[src/rtl/bcd_pkg.sv]
// +----------------------------------------------------------------------+
// | bcd_pkg : shared types and helpers for the BCD-to-binary converter    |
// | Revision: 1.0                                                         |
// +----------------------------------------------------------------------+
`default_nettype none

package bcd_pkg;

    typedef logic [3:0] bcd_digit_t;

    typedef enum logic [1:0] {
        IDLE = 2'd0,
        CONV = 2'd1,
        DONE = 2'd2
    } conv_state_t;

    localparam bcd_digit_t BCD_MAX = 4'd9;

    // Smallest output width that holds every value up to 10**digits - 1 exactly.
    function automatic int digits_to_bw(input int digits);
        longint unsigned top;
        int              bits;
        top  = 1;
        bits = 0;
        for (int i = 0; i < digits; i++) begin
            top = top * 10;
        end
        for (int b = 0; b < 64; b++) begin
            if ((64'd1 << b) < top) begin
                bits = b + 1;
            end
        end
        return bits;
    endfunction

endpackage

`default_nettype wire

[src/rtl/bcd_mac10.sv]
// +----------------------------------------------------------------------+
// | bcd_mac10 : combinational acc*10 + digit using shifts and adds only   |
// | Revision: 1.0                                                         |
// +----------------------------------------------------------------------+
`default_nettype none

module bcd_mac10
    import bcd_pkg::*;
#(
    parameter int BW = 10
) (
    input  logic [BW-1:0] acc_i,
    input  bcd_digit_t    digit_i,
    output logic [BW-1:0] acc_o
);

    // 10*acc = 8*acc + 2*acc; everything wraps at BW bits.
    assign acc_o = (acc_i << 3) + (acc_i << 1) + BW'(digit_i);

endmodule

`default_nettype wire

[src/rtl/bcd_to_bin.sv]
// +----------------------------------------------------------------------+
// | bcd_to_bin : packed-BCD to binary, one digit per clock, MSD first.    |
// | Optional invalid-digit flag with BCD_TO_BIN_DIGIT_CHECK_EN.           |
// | Revision: 1.0                                                         |
// +----------------------------------------------------------------------+
`default_nettype none

module bcd_to_bin
    import bcd_pkg::*;
#(
    parameter int DIGITS = 3,
    parameter int BW     = 10
) (
    input  logic                clk,
    input  logic                rst,
    input  logic                in_valid,
    output logic                in_ready,
    input  logic [DIGITS*4-1:0] bcd,
    output logic                out_valid,
    input  logic                out_ready,
    output logic [BW-1:0]       bin
`ifdef BCD_TO_BIN_DIGIT_CHECK_EN
    ,
    output logic                err
`endif
);

    localparam int CW = (DIGITS > 1) ? $clog2(DIGITS) : 1;

    generate
        if (DIGITS < 1) begin : g_bad_digits
            $error("bcd_to_bin: DIGITS must be at least 1");
        end
        if (BW < digits_to_bw(DIGITS)) begin : g_wrap
            $warning("bcd_to_bin: BW too narrow, results wrap modulo 2**BW");
        end
    endgenerate

    conv_state_t         state_q, state_d;
    logic [DIGITS*4-1:0] sreg_q, sreg_d;
    logic [BW-1:0]       acc_q, acc_d;
    logic [CW-1:0]       cnt_q, cnt_d;
    logic [BW-1:0]       bin_q, bin_d;
    bcd_digit_t          msd;
    logic [BW-1:0]       mac_sum;
`ifdef BCD_TO_BIN_DIGIT_CHECK_EN
    logic                flag_q, flag_d;
    logic                err_q, err_d;
`endif

    assign msd = sreg_q[DIGITS*4-1 -: 4];

    bcd_mac10 #(
        .BW (BW)
    ) u_mac (
        .acc_i   (acc_q),
        .digit_i (msd),
        .acc_o   (mac_sum)
    );

    always_ff @(posedge clk) begin
        if (rst) begin
            state_q <= IDLE;
            sreg_q  <= '0;
            acc_q   <= '0;
            cnt_q   <= '0;
            bin_q   <= '0;
`ifdef BCD_TO_BIN_DIGIT_CHECK_EN
            flag_q  <= 1'b0;
            err_q   <= 1'b0;
`endif
        end else begin
            state_q <= state_d;
            sreg_q  <= sreg_d;
            acc_q   <= acc_d;
            cnt_q   <= cnt_d;
            bin_q   <= bin_d;
`ifdef BCD_TO_BIN_DIGIT_CHECK_EN
            flag_q  <= flag_d;
            err_q   <= err_d;
`endif
        end
    end

    always_comb begin
        state_d = state_q;
        sreg_d  = sreg_q;
        acc_d   = acc_q;
        cnt_d   = cnt_q;
        bin_d   = bin_q;
`ifdef BCD_TO_BIN_DIGIT_CHECK_EN
        flag_d  = flag_q;
        err_d   = err_q;
`endif
        case (state_q)
            IDLE: begin
                if (in_valid) begin
                    sreg_d  = bcd;
                    acc_d   = '0;
                    cnt_d   = CW'(DIGITS - 1);
`ifdef BCD_TO_BIN_DIGIT_CHECK_EN
                    flag_d  = 1'b0;
`endif
                    state_d = CONV;
                end
            end
            CONV: begin
                acc_d  = mac_sum;
                sreg_d = sreg_q << 4;
                cnt_d  = cnt_q - CW'(1);
`ifdef BCD_TO_BIN_DIGIT_CHECK_EN
                flag_d = flag_q | (msd > BCD_MAX);
`endif
                // Last digit: the MAC output is already the final result.
                if (cnt_q == '0) begin
                    bin_d   = mac_sum;
`ifdef BCD_TO_BIN_DIGIT_CHECK_EN
                    err_d   = flag_d;
`endif
                    state_d = DONE;
                end
            end
            DONE: begin
                if (out_ready) begin
                    state_d = IDLE;
                end
            end
            default: begin
                state_d = IDLE;
            end
        endcase
    end

    assign in_ready  = (state_q == IDLE);
    assign out_valid = (state_q == DONE);
    assign bin       = bin_q;
`ifdef BCD_TO_BIN_DIGIT_CHECK_EN
    assign err       = err_q;
`endif

endmodule

`default_nettype wire

[config.mk]
export PLATFORM = sky130hd
export DESIGN_NAME = bcd_to_bin
export DESIGN_NICKNAME = d
export VERILOG_FILES = /design/src/rtl/bcd_pkg.sv /design/src/rtl/bcd_mac10.sv /design/src/rtl/bcd_to_bin.sv
export SDC_FILE = /design/constraint.sdc
export NUM_CORES = 1
export LEC_CHECK = 0
export BUFFER_PORTS_ARGS = -buffer_cell sky130_fd_sc_hd__buf_2
export CORE_MARGIN = 3
export CORE_UTILIZATION = 56
export CTS_CLUSTER_DIAMETER = 50
export DETAILED_ROUTE_END_ITERATION = 7
export GPL_TIMING_DRIVEN = 0
export MAX_ROUTING_LAYER = met4
export PLACE_DENSITY = 0.85
export SYNTH_ARGS = -nofsm -noshare
export SYNTH_HDL_FRONTEND = slang
export SYNTH_SLANG_ARGS = --single-unit
[constraint.sdc]
create_clock -name clk -period 2.3 [get_ports clk]
set_input_delay 0.115 -clock clk [delete_from_list [all_inputs] [get_ports clk]]
set_output_delay 0.115 -clock clk [all_outputs]
set_load 0.02 [all_outputs]
=== Word-level counts from Yosys, hierarchy flattened ===
Cells that the tools add are included.

* Memories: 0
* Bits in writable memories: 0
* Memory bits (read-only): 0
* Output and inout port bits: 12
* Logic and storage cells: 29
* Bits of input ports: 16
* Register bits after elaboration: 35
* Bits in latches: 0

* Divide/modulo/power cells: 0
* Bitwise logic cells: 0
* Reduce and logical (&&, ||, !) cells: 6
* $mul: 0
* Muxes and demuxes: 10
* Add/subtract/negate cells: 3
* Equal/unequal tests: 5
* Shifts and indexed selects: 0
* Magnitude comparators: 0

{| class="wikitable"
|+ Operators by type and width
! kind !! count
|-
| $pmux 12 s2 || 1
|-
| $pmux 9 s2 || 1
|-
| $mux 12 || 1
|-
| $add 10x10->10 || 1
|-
| $add 10x4->10 || 1
|-
| $mux 9 || 1
|-
| $mux 2 || 4
|-
| $pmux 2 s3 || 1
|-
| $logic_not 2->1 || 2
|-
| $ne 2x2->1 const B || 2
|-
| $pmux 2 s2 || 1
|-
| $reduce_and 2->1 || 2
|-
| $reduce_and 3->1 || 1
|-
| $eq 2x1->1 const B || 1
|-
| $eq 2x2->1 const B || 1
|-
| $ne 2x1->1 const B || 1
|-
| $reduce_bool 2->1 || 1
|-
| $sub 2x1->2 const B || 1
|}

=== Longest topological paths before layout ===
Gate-level depths: netlist of run 1.

* Depth in word-level cells: 3
* Depth in mapped cells: 8
* Depth with buffers taken out: 8

=== Modules after synthesis ===
From an unflattened synthesis of run 1, not the netlist that was laid out.

* Cells, all modules: 201
* Area total of the unflattened synthesis: 1821.7 um2

{| class="wikitable"
|+ By module, submodules not included
! module !! instances !! cells an instance !! area an instance (um2) !! seq. area each (um2)
|-
| bcd_to_bin || 1 || 155 || 1403.8 || 720.7
|-
| bcd_mac10 || 1 || 46 || 417.9 || 0.0
|}

=== Worst setup path before layout of run 1 ===
Ideal clock, no wire load.

* Path type: reg-to-reg
* Start: register sreg_q[11]
* End: register bin_q[9] (netlist: bin[9])
* Period minus slack after synthesis: 2.107 ns
* Stages on the path, launching flop included: 9
* Library setup time: 0.122 ns
* Setup slack: 0.193 ns
* Required time: 2.178 ns
* Arrival: 1.985 ns
* Buffers on the path: 0
* Cells stage by stage: dfxtp_1 > inv_1 > fa_1 > inv_1 > ha_1 > a21oi_2 > a211oi_1 > o211a_1 > a311o_1

* Cells in the longest elaborated chain, start to end: 1

{| class="wikitable"
|+ RTL lines
! element !! line !! source
|-
| start, declared || bcd_to_bin.sv:40 || <nowiki>logic [DIGITS*4-1:0] sreg_q, sreg_d;</nowiki>
|-
| start signal, assigned || bcd_to_bin.sv:74 || <nowiki>sreg_q <= sreg_d;</nowiki>
|-
| $add 10x4->10 || bcd_mac10.sv:18 || <nowiki>assign acc_o = (acc_i << 3) + (acc_i << 1) + BW'(digit_i);</nowiki>
|-
| end signal, assigned || bcd_to_bin.sv:77 || <nowiki>bin_q <= bin_d;</nowiki>
|-
| end, declared || bcd_to_bin.sv:43 || <nowiki>logic [BW-1:0] bin_q, bin_d;</nowiki>
|}

No other way between the ends.
A chain may end at the register's enable or synchronous reset.

=== Worst setup path in the final report of run 1 ===
* Start: register acc_q[2]
* End: register bin_q[9] (netlist: bin[9])

* Cells in the longest elaborated chain, start to end: 2

{| class="wikitable"
|+ RTL lines
! element !! line !! source
|-
| start, declared || bcd_to_bin.sv:41 || <nowiki>logic [BW-1:0] acc_q, acc_d;</nowiki>
|-
| start signal, assigned || bcd_to_bin.sv:65 || <nowiki>acc_q <= '0;</nowiki>
|-
| start signal, assigned || bcd_to_bin.sv:75 || <nowiki>acc_q <= acc_d;</nowiki>
|-
| $add 10x10->10 || bcd_mac10.sv:18 ||
|-
| $add 10x4->10 || bcd_mac10.sv:18 ||
|}

No other way between the ends.

==> run summary, run 1 <==
===========================================================================================
Run status                                                                     finished, final reports clean
Final Critical Period                                                              2.212 ns
Detailed placer's ending HPWL                                                       3248 µm
Layout filler cell count                                                                260
Antenna violations before repair                                                          0
Leakage power figure                                                               1.027 nW
Most frequently used flop master after synthesis                               sky130_fd_sc_hd__dfxtp_1
Synth async-reset ratio                                                                  0%
Transition at the pin with the smallest max-transition slack                      0.5272 ns
Routability congestion estimate from global placement                                0.7964
Clock power frac                                                                      32.7%
Worst path arrival time                                                             2.47 ns
Antenna Nets Post-Route                                                                   0
Count of synthesis-stage warnings from yosys                                              0
Max-Cap Viols                                                                             0
Share of synthesized area occupied by flip-flops and latches                         35.62%
Crit path max fanout                                                                      4
Synth Cell Area                                                                    1967 µm²
Maximum ir drop on the vdd rail                                                   0.3789 mV
Number of global-route vias before repair                                              1693
Core ar.                                                                           3203 µm²
Mean instance size in the synthesized netlist                                     8.742 µm²
Reg clk slew, reported paths                                                        0.12 ns
Average wire per standard cell                                                     14.70 µm
Number of enable flip-flop cells after synthesis                                          0
Slew Viols, Final                                                                         0
Vertical extent of the die                                                         65.27 µm
Global routing usage summed across all routing layers                                23.58%
Number of I/O pins                                                                       28
Net Switching                                                                   0.0004070 W
H-tree levels                                                                             2
Effective utilization at floorplan                                                   61.41%
DRT Wirelength                                                                      4482 µm
Maximum number of pins on one net before global-route repair                             12
Register-to-register setup slack                                                    0.09 ns
Worst hold path type                                                                 in2reg
Antenna Diode Count                                                                       0
Type of the worst setup path                                                        reg2reg
Num CTS Buffers                                                                           5
Total via count in the routed design                                                   1754
Final net count                                                                         293
Endpoint required time on the critical path                                         2.56 ns
Fraction of final layout cells with drive strength greater than 1                    25.29%
Floorplan row count                                                                      20
Total global routing overflow                                                             0
Vias per cell                                                                         5.751
Number of design-rule violations left by the first detailed-router iteration             83
Cell internal power dissipation                                                  0.001027 W
Startpoint types                                                                   register
CTS tree                                                                              built
Root Driver                                                                    sky130_fd_sc_hd__clkbuf_4
Endpoints failing setup                                                                   0
Net count of the mapped netlist                                                         258
Synth cell types                                                                         48
Combinational share of power                                                          20.5%
Detailed-route DRC error count                                                            0
Post-synthesis sequential element count                                                  35
Deepest clock path buffer count                                                           2
Share of total power in sequential cells                                              46.7%
Hold slack                                                                       0.01807 ns
Die area                                                                           4260 µm²
Total iterations of the first detailed-routing run                                        4
Total count of hold-check failures in the final report                                    0
Setup repair after global routing missed its margin                                   false
P per Cell Area                                                                625.8 nW/µm²
Setup crit end kind                                                                register
Global-route wire length before repair                                              7472 µm
Max frequency                                                                     452.1 MHz
Final period util                                                                    96.17%
Worst rel slew slack                                                                 64.85%
Growth of design area from synthesis to finish                                       16.54%
CTS sink cnt                                                                             35
Switching part of the total                                                          28.38%
Die X                                                                              65.27 µm
Port Buffer Count                                                                        26
TNS Setup                                                                              0 ns
Maximum clock skew at final layout                                               0.02042 ns
Total of hold buffers inserted after clock tree synthesis                                 0
Clock insertion delay at the later pin of the skew report                           0.36 ns
Cells after Synth                                                                       225
===========================================================================================
[worst max-delay path: stages (launching register included)]
cell and delay [ns]:
sky130_fd_sc_hd__dfxtp_2 0.35, sky130_fd_sc_hd__inv_1 0.06, sky130_fd_sc_hd__fa_1 0.58, sky130_fd_sc_hd__inv_1 0.09, sky130_fd_sc_hd__ha_4 0.17, sky130_fd_sc_hd__a21oi_4 0.21
sky130_fd_sc_hd__a211oi_2 0.11, sky130_fd_sc_hd__o211a_1 0.24, sky130_fd_sc_hd__a311o_1 0.32
[cells by family after synthesis]
| group | after synthesis | share of synthesized area, % |
|---|---|---|
| buffers and inverters | 25 | 5.534 |
| AO/OA/AOI/OAI | 63 | 23.73 |
| adder cells (fa/ha/maj) | 17 | 11.58 |
| XOR/XNOR | 3 | 1.336 |
| AND/OR/NAND/NOR | 81 | 21.69 |
| flip-flops | 35 | 35.62 |
| multiplexers | 1 | 0.5089 |
[final timing paths]
| kind | from | endpoint | depth (start not counted) |
|---|---|---|---|
| setup / recovery | acc_q[2] | bin[9] | 8 |
| hold / removal | out_ready | state_q[1] | 3 |
| setup reg to reg | acc_q[2] | bin[9] | 8 |
| hold reg to reg | bin[1] | bin[1] | 2 |
[registers in the layout, indices dropped and copies added (netlist names)]
register  cells
cnt_q         2
state_q       2
bin          10
acc_q         9
sreg_q       12
[stage by stage]
stage	instances	setup WS [ns]	utilization [%]	cell area, µm²	power, W
after global placement	295	0.06508	67.19	2152	0.0009536
after global routing	305	0.01015	71.56	2292	0.001501
after CTS	303	0.03082	70.35	2253	0.001426
final	305	0.08804	71.56	2292	0.001434
after detailed placement	295	0.02539	67.19	2152	0.0009647
after floorplan	225	0.1930	-	1967	0.0008865
[power groups by stage]
stage	combinational (W)	clock (W)	sequential (W)
final	0.000295	0.000470	0.000670
after CTS	0.000285	0.000472	0.000669
after global routing	0.000328	0.000498	0.000675
after detailed placement	0.000282	0	0.000682
after floorplan	0.000204	0	0.000683
after global placement	0.000273	0	0.000681
[final cells by class]
class	instances	area (µm²)	share of cell area, %
buffer	13	63.81	2.784
timing repair buffer	28	145.1	6.332
clock buffer	6	51.30	2.238
clock inverter	2	35.03	1.528
inverter	12	45.04	1.965
sequential	35	704.4	30.73
multi-input combinational	165	1192	52.02
tap	44	55.05	2.402
[placed cells by master, fill, tap and decap left out, types with 2 or more instances in the layout]
| cell | synthesis | final |
|---|---|---|
| sky130_fd_sc_hd__o221a_2 | 8 | 8 |
| sky130_fd_sc_hd__nand3_1 | 5 | 5 |
| sky130_fd_sc_hd__a21oi_1 | 24 | 24 |
| sky130_fd_sc_hd__or3_1 | 2 | 2 |
| sky130_fd_sc_hd__a311o_1 | 2 | 2 |
| sky130_fd_sc_hd__clkbuf_4 | 0 | 5 |
| sky130_fd_sc_hd__dfxtp_2 | 0 | 3 |
| sky130_fd_sc_hd__inv_1 | 12 | 12 |
| sky130_fd_sc_hd__nor2_1 | 24 | 24 |
| sky130_fd_sc_hd__o21a_1 | 3 | 3 |
| sky130_fd_sc_hd__o21ai_0 | 2 | 2 |
| sky130_fd_sc_hd__nand2b_1 | 3 | 3 |
| sky130_fd_sc_hd__ha_1 | 15 | 14 |
| sky130_fd_sc_hd__nor3b_1 | 2 | 2 |
| sky130_fd_sc_hd__fa_1 | 2 | 2 |
| sky130_fd_sc_hd__o31ai_1 | 2 | 2 |
| sky130_fd_sc_hd__a22oi_1 | 4 | 4 |
| sky130_fd_sc_hd__nand2_1 | 15 | 15 |
| sky130_fd_sc_hd__a2bb2oi_1 | 4 | 4 |
| sky130_fd_sc_hd__dfxtp_1 | 35 | 32 |
| sky130_fd_sc_hd__o211ai_1 | 2 | 2 |
| sky130_fd_sc_hd__nor2b_1 | 15 | 14 |
| sky130_fd_sc_hd__buf_2 | 6 | 32 |
| sky130_fd_sc_hd__a211oi_1 | 3 | 2 |
| sky130_fd_sc_hd__xnor2_1 | 2 | 2 |
| sky130_fd_sc_hd__a211oi_2 | 1 | 2 |
| sky130_fd_sc_hd__nor3_1 | 3 | 3 |
| sky130_fd_sc_hd__clkbuf_1 | 5 | 5 |
| sky130_fd_sc_hd__buf_4 | 2 | 4 |
[synthesized netlist by cell type, types with 2 or more instances]
master | n | area share (%)
sky130_fd_sc_hd__a211oi_1 | 3 | 1.1
sky130_fd_sc_hd__a21oi_1 | 24 | 6.1
sky130_fd_sc_hd__a21oi_2 | 2 | 0.89
sky130_fd_sc_hd__a22oi_1 | 4 | 1.5
sky130_fd_sc_hd__a2bb2oi_1 | 4 | 1.8
sky130_fd_sc_hd__a311o_1 | 2 | 1.0
sky130_fd_sc_hd__buf_2 | 6 | 1.5
sky130_fd_sc_hd__buf_4 | 2 | 0.76
sky130_fd_sc_hd__clkbuf_1 | 5 | 0.95
sky130_fd_sc_hd__dfxtp_1 | 35 | 36
sky130_fd_sc_hd__fa_1 | 2 | 2.0
sky130_fd_sc_hd__ha_1 | 15 | 9.5
sky130_fd_sc_hd__inv_1 | 12 | 2.3
sky130_fd_sc_hd__nand2_1 | 15 | 2.9
sky130_fd_sc_hd__nand2b_1 | 3 | 0.95
sky130_fd_sc_hd__nand3_1 | 5 | 1.3
sky130_fd_sc_hd__nor2_1 | 24 | 4.6
sky130_fd_sc_hd__nor2b_1 | 15 | 4.8
sky130_fd_sc_hd__nor3_1 | 3 | 0.76
sky130_fd_sc_hd__nor3b_1 | 2 | 0.76
sky130_fd_sc_hd__o211ai_1 | 2 | 0.76
sky130_fd_sc_hd__o21a_1 | 3 | 1.1
sky130_fd_sc_hd__o21ai_0 | 2 | 0.51
sky130_fd_sc_hd__o221a_2 | 8 | 4.6
sky130_fd_sc_hd__o31ai_1 | 2 | 0.76
sky130_fd_sc_hd__or3_1 | 2 | 0.64
sky130_fd_sc_hd__xnor2_1 | 2 | 0.89
[metal layers]
| layer | GRT usage, % | vias to the layer above | wire, µm |
|---|---|---|---|
| li1 | - | 879 | - |
| met1 | 27.17 | 830 | 2028 |
| met2 | 40.08 | 37 | 2222 |
| met3 | 5.299 | 8 | 152 |
| met4 | 8.808 | 0 | 79 |
| met5 | - | - | 0 |
[timing repair]
item / 4_1_cts / 5_1_grt
resized for setup: 3 / 5
endpoints found under the setup margin: 2 / 6
setup buffers: 0 / 2
pin swaps: 0 / 2
Note: power is estimated with default switching activity, not from simulation.
==> inputs of run 2 (changes only) <==
ABC_AREA = 1   (was not set)
PLACE_DENSITY = 0.86   (was 0.85)
==> run 2 against run 1 <==
Die area down 4.9%. Combinational power fell by 13%. Highest routed layer unchanged. Clock-buffer cell count unchanged. Setup slack improved by 0.094 ns. Maximum frequency rose by 4.4%. Critical endpoint is now bin[8]. Sequential share of layout area rose by 2.7 points. Power is 12% lower. Area after synthesis shrank 5.3%. Critical path depth rose by 5. Largest power group unchanged.
==> run summary, run 2 <==
===========================================================================================
Proportion of synthesized area in mux cells                                              0%   was 0.5089%
Share of total power in sequential cells                                              53.1%   was 46.7%
Simple-gate area share of the yosys netlist                                          23.66%   was 21.69%
Vias per cell                                                                         5.192   was 5.751
Setup crit end kind                                                                register   unchanged
Detailed placer's ending HPWL                                                       3108 µm   was 3248 µm
Clock insertion delay at the later pin of the skew report                           0.35 ns   was 0.36 ns
Synth Cell Area                                                                    1862 µm²   was 1967 µm²
Final Critical Period                                                              2.118 ns   was 2.212 ns
Num CTS Buffers                                                                           5   unchanged
Transition at the pin with the smallest max-transition slack                      0.5122 ns   was 0.5272 ns
Cell type of the slowest stage on the worst timing path                        sky130_fd_sc_hd__fa_1   unchanged
P per Cell Area                                                                601.5 nW/µm²   was 625.8 nW/µm²
Kind of cell adding the most delay to the critical path                         adder cells   was compound AO/OA/AOI/OAI gates
Max-Cap Viols                                                                             0   unchanged
Final net count                                                                         326   was 293
Port Buffer Count                                                                        26   unchanged
Endpoint required time on the critical path                                         2.57 ns   was 2.56 ns
Root Driver                                                                    sky130_fd_sc_hd__clkbuf_4   unchanged
Mean instance size in the synthesized netlist                                     7.161 µm²   was 8.742 µm²
Maximum number of pins on one net before global-route repair                             12   unchanged
Net count of the mapped netlist                                                         293   was 258
Count of synthesis-stage warnings from yosys                                              0   unchanged
Adder-cell share of the synthesized area                                             12.23%   was 11.58%
Core ar.                                                                           3103 µm²   was 3203 µm²
Crit path max fanout                                                                      3   was 4
CTS sink cnt                                                                             35   unchanged
Average wire per standard cell                                                     12.23 µm   was 14.70 µm
Die X                                                                              63.66 µm   was 65.27 µm
Commonest non-fill, non-tap cell in the layout                                 sky130_fd_sc_hd__nand2_1
Combinational share of power                                                          20.2%   was 20.5%
Startpoint types                                                                   register   unchanged
Type of the worst setup path                                                        reg2reg   unchanged
H-tree levels                                                                             2   unchanged
TNS Setup                                                                              0 ns   unchanged
DRT Wirelength                                                                      4133 µm   was 4482 µm
Floorplan row count                                                                      20   unchanged
Number of enable flip-flop cells after synthesis                                          0   unchanged
Die area                                                                           4053 µm²   was 4260 µm²
Layout filler cell count                                                                300   was 260
Reg clk slew, reported paths                                                        0.11 ns   was 0.12 ns
Worst path arrival time                                                             2.39 ns   was 2.47 ns
Run status                                                                     finished, final reports clean   unchanged
Most frequently used flop master after synthesis                               sky130_fd_sc_hd__dfxtp_1   unchanged
Switching part of the total                                                          32.30%   was 28.38%
Total of hold buffers inserted after clock tree synthesis                                 0   unchanged
Placed cell area                                                                   2047 µm²   was 2152 µm²
Worst rel slew slack                                                                 65.85%   was 64.85%
Worst hold path type                                                                 in2reg   unchanged
Final period util                                                                    92.08%   was 96.17%
Cell type contributing the most total cell area after synthesis                sky130_fd_sc_hd__dfxtp_1   unchanged
Register containing the most flip-flops in the final layout                          sreg_q   unchanged
Total global routing overflow                                                             0   unchanged
Flip-flop count of the largest register after layout                                     12   unchanged
Multi-input logic area                                                            970.9 µm²   was 1192 µm²
Critical path, cell by cell                                                    inv_1 > fa_1 > fa_1 > inv_1 > nand2_1 > nand2_1 > nand3_1 > nand2_1 > nand2_1 > nand2_1 > nand2_1 > nand2_1 > inv_1   was inv_1 > fa_1 > inv_1 > ha_4 > a21oi_4 > a211oi_2 > o211a_1 > a311o_1
Effective utilization at floorplan                                                   60.00%   was 61.41%
Routability congestion estimate from global placement                                0.9041   was 0.7964
Growth of design area from synthesis to finish                                       12.97%   was 16.54%
Detailed-route DRC error count                                                            0   unchanged
Cell internal power dissipation                                                 0.0008565 W   was 0.001027 W
Global routing usage summed across all routing layers                                23.85%   was 23.58%
Most frequent cells in the layout                                              77 x sky130_fd_sc_hd__nand2_1, 38 x sky130_fd_sc_hd__inv_1, 37 x sky130_fd_sc_hd__a21oi_1   was 32 x sky130_fd_sc_hd__buf_2, 32 x sky130_fd_sc_hd__dfxtp_1, 24 x sky130_fd_sc_hd__nor2_1, 24 x sky130_fd_sc_hd__a21oi_1, 15 x sky130_fd_sc_hd__nand2_1
Share of synthesized area occupied by flip-flops and latches                         37.63%   was 35.62%
Worst path setup slack after routing                                              0.1822 ns   was 0.08804 ns
Cells after Synth                                                                       260   was 225
Clock power frac                                                                      26.7%   was 32.7%
Fraction of final layout cells with drive strength greater than 1                    14.63%   was 25.29%
Cell area after layout                                                             2103 µm²   was 2292 µm²
Deepest clock path buffer count                                                           2   unchanged
Antenna Nets Post-Route                                                                   0   unchanged
Cells taking the most area after synthesis                                     sky130_fd_sc_hd__dfxtp_1 38%, sky130_fd_sc_hd__nand2_1 16%, sky130_fd_sc_hd__ha_1 10%   was sky130_fd_sc_hd__dfxtp_1 36%, sky130_fd_sc_hd__ha_1 9.5%, sky130_fd_sc_hd__a21oi_1 6.1%
Register-to-register setup slack                                                    0.18 ns   was 0.09 ns
Max frequency                                                                     472.2 MHz   was 452.1 MHz
Global-route wire length before repair                                              7279 µm   was 7472 µm
Setup repair after global routing missed its margin                                   false   unchanged
Number of I/O pins                                                                       28   unchanged
Hold slack                                                                       0.02089 ns   was 0.01807 ns
Largest family of logic cells by synthesized area                              simple AND/OR/NAND/NOR gates   was compound AO/OA/AOI/OAI gates
CTS tree                                                                              built   unchanged
Synth async-reset ratio                                                                  0%   unchanged
Endpoints failing setup                                                                   0   unchanged
Total via count in the routed design                                                   1755   was 1754
Setup slack after placement                                                       0.1647 ns   was 0.02539 ns
Synth top area share                                                                 37.63%   was 35.62%
Maximum ir drop on the vdd rail                                                   0.4071 mV   was 0.3789 mV
Number of global-route vias before repair                                              1693   unchanged
Leading post-synthesis cells by instance count                                 77 x sky130_fd_sc_hd__nand2_1, 38 x sky130_fd_sc_hd__inv_1, 37 x sky130_fd_sc_hd__a21oi_1   was 35 x sky130_fd_sc_hd__dfxtp_1, 24 x sky130_fd_sc_hd__a21oi_1, 24 x sky130_fd_sc_hd__nor2_1
Total count of hold-check failures in the final report                                    0   unchanged
Antenna Diode Count                                                                       0   unchanged
Net Switching                                                                   0.0004086 W   was 0.0004070 W
Number of design-rule violations left by the first detailed-router iteration             74   was 83
Antenna violations before repair                                                          0   unchanged
Max incr delay on CP                                                                0.53 ns   was 0.58 ns
Share of the synthesized netlist area taken by xor and xnor gates                   0.9409%   was 1.336%
Post-synthesis sequential element count                                                  35   unchanged
Leakage power figure                                                               1.079 nW   was 1.027 nW
Vertical extent of the die                                                         63.66 µm   was 65.27 µm
Synth cell types                                                                         24   was 48
Critical path buffer and inverter count                                                   3   was 2
Most numerous cell on the critical path                                        sky130_fd_sc_hd__nand2_1   was sky130_fd_sc_hd__inv_1
Total iterations of the first detailed-routing run                                        4   unchanged
Area taken by flip-flops and latches                                              703.2 µm²   was 704.4 µm²
Synth Area in Compound Gates                                                         15.32%   was 23.73%
Slew Viols, Final                                                                         0   unchanged
Maximum clock skew at final layout                                              0.008327 ns   was 0.02042 ns
Most frequently used cell type in the post-synthesis netlist                   sky130_fd_sc_hd__nand2_1   was sky130_fd_sc_hd__dfxtp_1
===========================================================================================
-- run 2: layer usage --
metal	vias up	global-route usage, %	share of wire [%]
li1	895	-	-
met1	797	26.95	44
met2	51	39.24	48
met3	12	5.526	5.0
met4	0	12.13	2.6
met5	-	-	0
-- run 2: cell families after synthesis --
kind of cell / count (synthesis)
simple gates: 108
compound gates: 52
buf+inv: 46
flops: 35
fa+ha+maj: 17
xor+xnor: 2
-- run 2: final timing paths --
| check | depth (start not counted) | from | endpoint |
|---|---|---|---|
| setup / recovery | 13 | sreg_q[11] | bin[8] |
| hold / removal | 3 | bcd[2] | sreg_q[2] |
| setup reg to reg | 13 | sreg_q[11] | bin[8] |
| hold reg to reg | 1 | cnt_q[0] | cnt_q[0] |
-- run 2: cell type report --
cell class                 count  area share (%)
clock inverter                 2          0.5949
multi-input combinational    179           46.16
timing repair buffer          26           6.187
buffer                         8           2.261
sequential                    35           33.43
inverter                      38           6.782
tap                           44           2.617
clock buffer                   6           1.963
-- run 2: power by group through the flow --
stage          combinational [W]  clock, W  sequential, W
2_1_floorplan           0.000169         0       0.000692
3_3_place_gp            0.000249         0       0.000683
3_5_place_dp            0.000254         0       0.000684
4_1_cts                 0.000256  0.000342       0.000671
5_1_grt                 0.000290  0.000366       0.000676
6_report                0.000256  0.000338       0.000671
-- run 2: worst register-to-register path, cell delays in order, from the launching register on --
cell                      delay (ns)
sky130_fd_sc_hd__dfxtp_1        0.34
sky130_fd_sc_hd__inv_1          0.06
sky130_fd_sc_hd__fa_1           0.53
sky130_fd_sc_hd__fa_1           0.47
sky130_fd_sc_hd__inv_1          0.07
sky130_fd_sc_hd__nand2_1        0.04
sky130_fd_sc_hd__nand2_1        0.10
sky130_fd_sc_hd__nand3_1        0.10
sky130_fd_sc_hd__nand2_1        0.07
sky130_fd_sc_hd__nand2_1        0.06
sky130_fd_sc_hd__nand2_1        0.07
sky130_fd_sc_hd__nand2_1        0.05
sky130_fd_sc_hd__nand2_1        0.05
sky130_fd_sc_hd__inv_1          0.03
-- run 2: metrics by stage --
stage / instances / utilization, % / total power (W)
3_5_place_dp: 330 / 65.97 / 0.0009377
4_1_cts: 338 / 67.70 / 0.001268
5_1_grt: 338 / 67.78 / 0.001333
2_1_floorplan: 260 / - / 0.0008613
3_3_place_gp: 330 / 65.97 / 0.0009319
6_report: 338 / 67.78 / 0.001265
-- run 2: repair_timing --
item | 4_1_cts | 5_1_grt
gates resized for setup | 0 | 2
buffers inserted | 0 | 0
hold endpoints to repair | 0 | 0
endpoints found under the setup margin | 0 | 1
==> inputs of run 3 (changes only) <==
ABC_AREA = not set   (was 1)
SYNTH_HIERARCHICAL = 1   (was not set)
==> run 3 against run 2 <==
The run now ends with negative setup slack left. Flip-flop and latch count is the same. Core utilization rose by 6.3 points. Setup slack got worse by 0.21 ns. Global-route usage fell by 1.3 points. First-iteration DRC count increased by 24%. Final cell count shrank 18%. Clock skew down 0.0014 ns. Combinational power rose by 5%. Clock-buffer cell count decreased by 1. Critical path type unchanged. Maximum frequency is 9.2% lower.
==> run summary, run 3 <==
===========================================================================================
Most frequent cells in the layout                                              33 x sky130_fd_sc_hd__buf_2, 32 x sky130_fd_sc_hd__dfxtp_1, 25 x sky130_fd_sc_hd__a21oi_1   was 77 x sky130_fd_sc_hd__nand2_1, 38 x sky130_fd_sc_hd__inv_1, 37 x sky130_fd_sc_hd__a21oi_1
Final Critical Period                                                              2.332 ns   was 2.118 ns
Detailed placer's ending HPWL                                                       2893 µm   was 3108 µm
Worst path setup slack after routing                                            -0.03249 ns   was 0.1822 ns
Post-route core utilization                                                          74.07%   was 67.78%
Detailed-route DRC error count                                                            0   unchanged
Number of global-route vias before repair                                              1501   was 1693
Worst hold path type                                                                 in2reg   unchanged
Worst path arrival time                                                             2.57 ns   was 2.39 ns
Antenna Diode Count                                                                       0   unchanged
Run status                                                                     finished with violations   was finished, final reports clean
Reg clk slew, reported paths                                                        0.11 ns   about the same
Global routing usage summed across all routing layers                                22.50%   was 23.85%
P per Cell Area                                                                645.1 nW/µm²   was 601.5 nW/µm²
Leakage power figure                                                              0.9716 nW   was 1.079 nW
Total of hold buffers inserted after clock tree synthesis                                 0   unchanged
Max frequency                                                                     428.7 MHz   was 472.2 MHz
Fraction of final layout cells with drive strength greater than 1                    29.66%   was 14.63%
Violations in the final reports                                                negative setup slack
Worst rel slew slack                                                                 69.17%   was 65.85%
CTS sink cnt                                                                             35   unchanged
Register-to-register setup slack                                                   -0.03 ns   was 0.18 ns
Total global routing overflow                                                             0   unchanged
Number of cells in the design after placement                                           266   was 330
Capture instance of the worst register-to-register path                            acc_q[8]   was bin[8]
Count of synthesis-stage warnings from yosys                                              6   was 0
Core ar.                                                                           2900 µm²   was 3103 µm²
Number of cell instances on the worst register-to-register path                          10   was 13
Total via count in the routed design                                                   1524   was 1755
Maximum clock skew at final layout                                              0.006907 ns   was 0.008327 ns
Maximum number of pins on one net before global-route repair                             13   was 12
Flip-flop count of the largest register after layout                                     12   unchanged
Vertical extent of the die                                                         62.55 µm   was 63.66 µm
Total count of hold-check failures in the final report                                    0   unchanged
CTS tree                                                                              built   unchanged
Clock insertion delay at the later pin of the skew report                           0.34 ns   was 0.35 ns
Worst min-delay path startpoint                                                      bcd[2]   unchanged
Final net count                                                                         268   was 326
Placed cell area                                                                   1973 µm²   was 2047 µm²
Overall power of the completed layout                                            0.001386 W   was 0.001265 W
Setup crit end kind                                                                register   unchanged
Cells after Synth                                                                       198   was 260
Vias per cell                                                                         5.482   was 5.192
Final period util                                                                    101.4%   was 92.08%
Hold slack                                                                       0.02287 ns   was 0.02089 ns
Routability congestion estimate from global placement                                0.8521   was 0.9041
Deepest clock path buffer count                                                           2   unchanged
Max-Cap Viols                                                                             0   unchanged
Endpoint with the worst hold slack                                                sreg_q[2]   unchanged
Number of I/O pins                                                                       28   unchanged
Register containing the most flip-flops in the final layout                          sreg_q   unchanged
Total iterations of the first detailed-routing run                                        4   unchanged
Antenna violations before repair                                                          0   unchanged
Synth Cell Area                                                                    1790 µm²   was 1862 µm²
DRT Wirelength                                                                      3917 µm   was 4133 µm
Transition at the pin with the smallest max-transition slack                      0.4624 ns   was 0.5122 ns
Antenna Nets Post-Route                                                                   0   unchanged
Slew Viols, Final                                                                         0   unchanged
Type of the worst setup path                                                        reg2reg   unchanged
Endpoints failing setup                                                                   4   was 0
Mean instance size in the synthesized netlist                                     9.043 µm²   was 7.161 µm²
Die X                                                                              62.55 µm   was 63.66 µm
Maximum ir drop on the vdd rail                                                   0.5731 mV   was 0.4071 mV
Effective utilization at floorplan                                                   61.73%   was 60.00%
RR Startpoint                                                                    sreg_q[11]   unchanged
Growth of design area from synthesis to finish                                       19.99%   was 12.97%
Port Buffer Count                                                                        26   unchanged
Crit path max fanout                                                                      2   was 3
Floorplan row count                                                                      19   was 20
Number of design-rule violations left by the first detailed-router iteration             92   was 74
Worst hold path depth                                                                     3   unchanged
Fin cells                                                                               278   was 338
Cell area after layout                                                             2148 µm²   was 2103 µm²
Die area                                                                           3912 µm²   was 4053 µm²
Startpoint types                                                                   register   unchanged
Global-route wire length before repair                                              6920 µm   was 7279 µm
Endpoint required time on the critical path                                         2.53 ns   was 2.57 ns
Commonest non-fill, non-tap cell in the layout                                 sky130_fd_sc_hd__buf_2   was sky130_fd_sc_hd__nand2_1
Net count of the mapped netlist                                                         231   was 293
H-tree levels                                                                             2   unchanged
Setup repair after global routing missed its margin                                    true   was false
Average wire per standard cell                                                     14.09 µm   was 12.23 µm
Num CTS Buffers                                                                           5   unchanged
Root Driver                                                                    sky130_fd_sc_hd__clkbuf_4   unchanged
===========================================================================================
-- run 3: metrics by stage --
| step | setup TNS, ns | setup slack [ns] |
|---|---|---|
| after floorplan | 0 | 0.09841 |
| after global placement | -0.1205 | -0.03945 |
| after detailed placement | -0.6439 | -0.1244 |
| after CTS | 0 | 0.007307 |
| after global routing | -1.044 | -0.1663 |
| final | -0.08290 | -0.03249 |
-- run 3: area by class of cell --
| class | instances | area (µm²) |
|---|---|---|
| timing repair buffer | 30 | 163.9 |
| multi-input combinational | 132 | 1010 |
| inverter | 17 | 63.81 |
| clock buffer | 5 | 37.54 |
| tap | 42 | 52.55 |
| buffer | 14 | 72.57 |
| sequential | 35 | 704.4 |
| clock inverter | 3 | 43.79 |
| fill | 224 | 752.0 |
-- run 3: routing by layer --
| layer | global-route usage [%] | wire length [µm] | part of all wire, % | vias to the layer above |
|---|---|---|---|---|
| li1 | - | - | - | 760 |
| met4 | 6.612 | 51 | 1.3 | 0 |
| met3 | 4.317 | 160 | 4.1 | 6 |
| met1 | 29.19 | 1940 | 50 | 729 |
| met5 | - | 0 | 0 | - |
| met2 | 35.69 | 1765 | 45 | 29 |
-- run 3: worst max path at each step --
| stage | slack (ns) | endpoint | startpoint |
|---|---|---|---|
| global route | -0.17 | acc_q[8] | sreg_q[11] |
| global placement | -0.04 | acc_q[7] | acc_q[0] |
| floorplan | 0.1 | acc_q[7] | acc_q[0] |
| finish | -0.03 | acc_q[8] | sreg_q[11] |
| detailed placement | -0.12 | bin[8] | acc_q[2] |
| CTS | 0.007 | bin[8] | acc_q[0] |
-- run 3: power breakdown --
| group | total, W | switching [W] | internal [W] |
|---|---|---|---|
| logic | 0.000268 | 0.000158 | 0.000109 |
| clock network | 0.000449 | 0.000221 | 0.000229 |
| registers | 0.000669 | 0.0000230 | 0.000646 |
| total | 0.00139 | 0.000402 | 0.000984 |
-- run 3: critical path: stages (launching register included) --
cell,delay (ns)
sky130_fd_sc_hd__dfxtp_2,0.36
sky130_fd_sc_hd__inv_2,0.04
sky130_fd_sc_hd__fa_1,0.55
sky130_fd_sc_hd__inv_2,0.05
sky130_fd_sc_hd__fa_2,0.37
sky130_fd_sc_hd__a21oi_2,0.19
sky130_fd_sc_hd__o211ai_2,0.11
sky130_fd_sc_hd__a21oi_2,0.19
sky130_fd_sc_hd__xnor2_2,0.11
sky130_fd_sc_hd__a22oi_1,0.20
sky130_fd_sc_hd__nor2_1,0.07
-- run 3: timing repair --
item	CTS	global route
gates cloned	0	0
buffers inserted	3	1
setup endpoints to repair	7	9
resized for setup	5	11
pin swaps	3	9
hold endpoints to repair	0	0
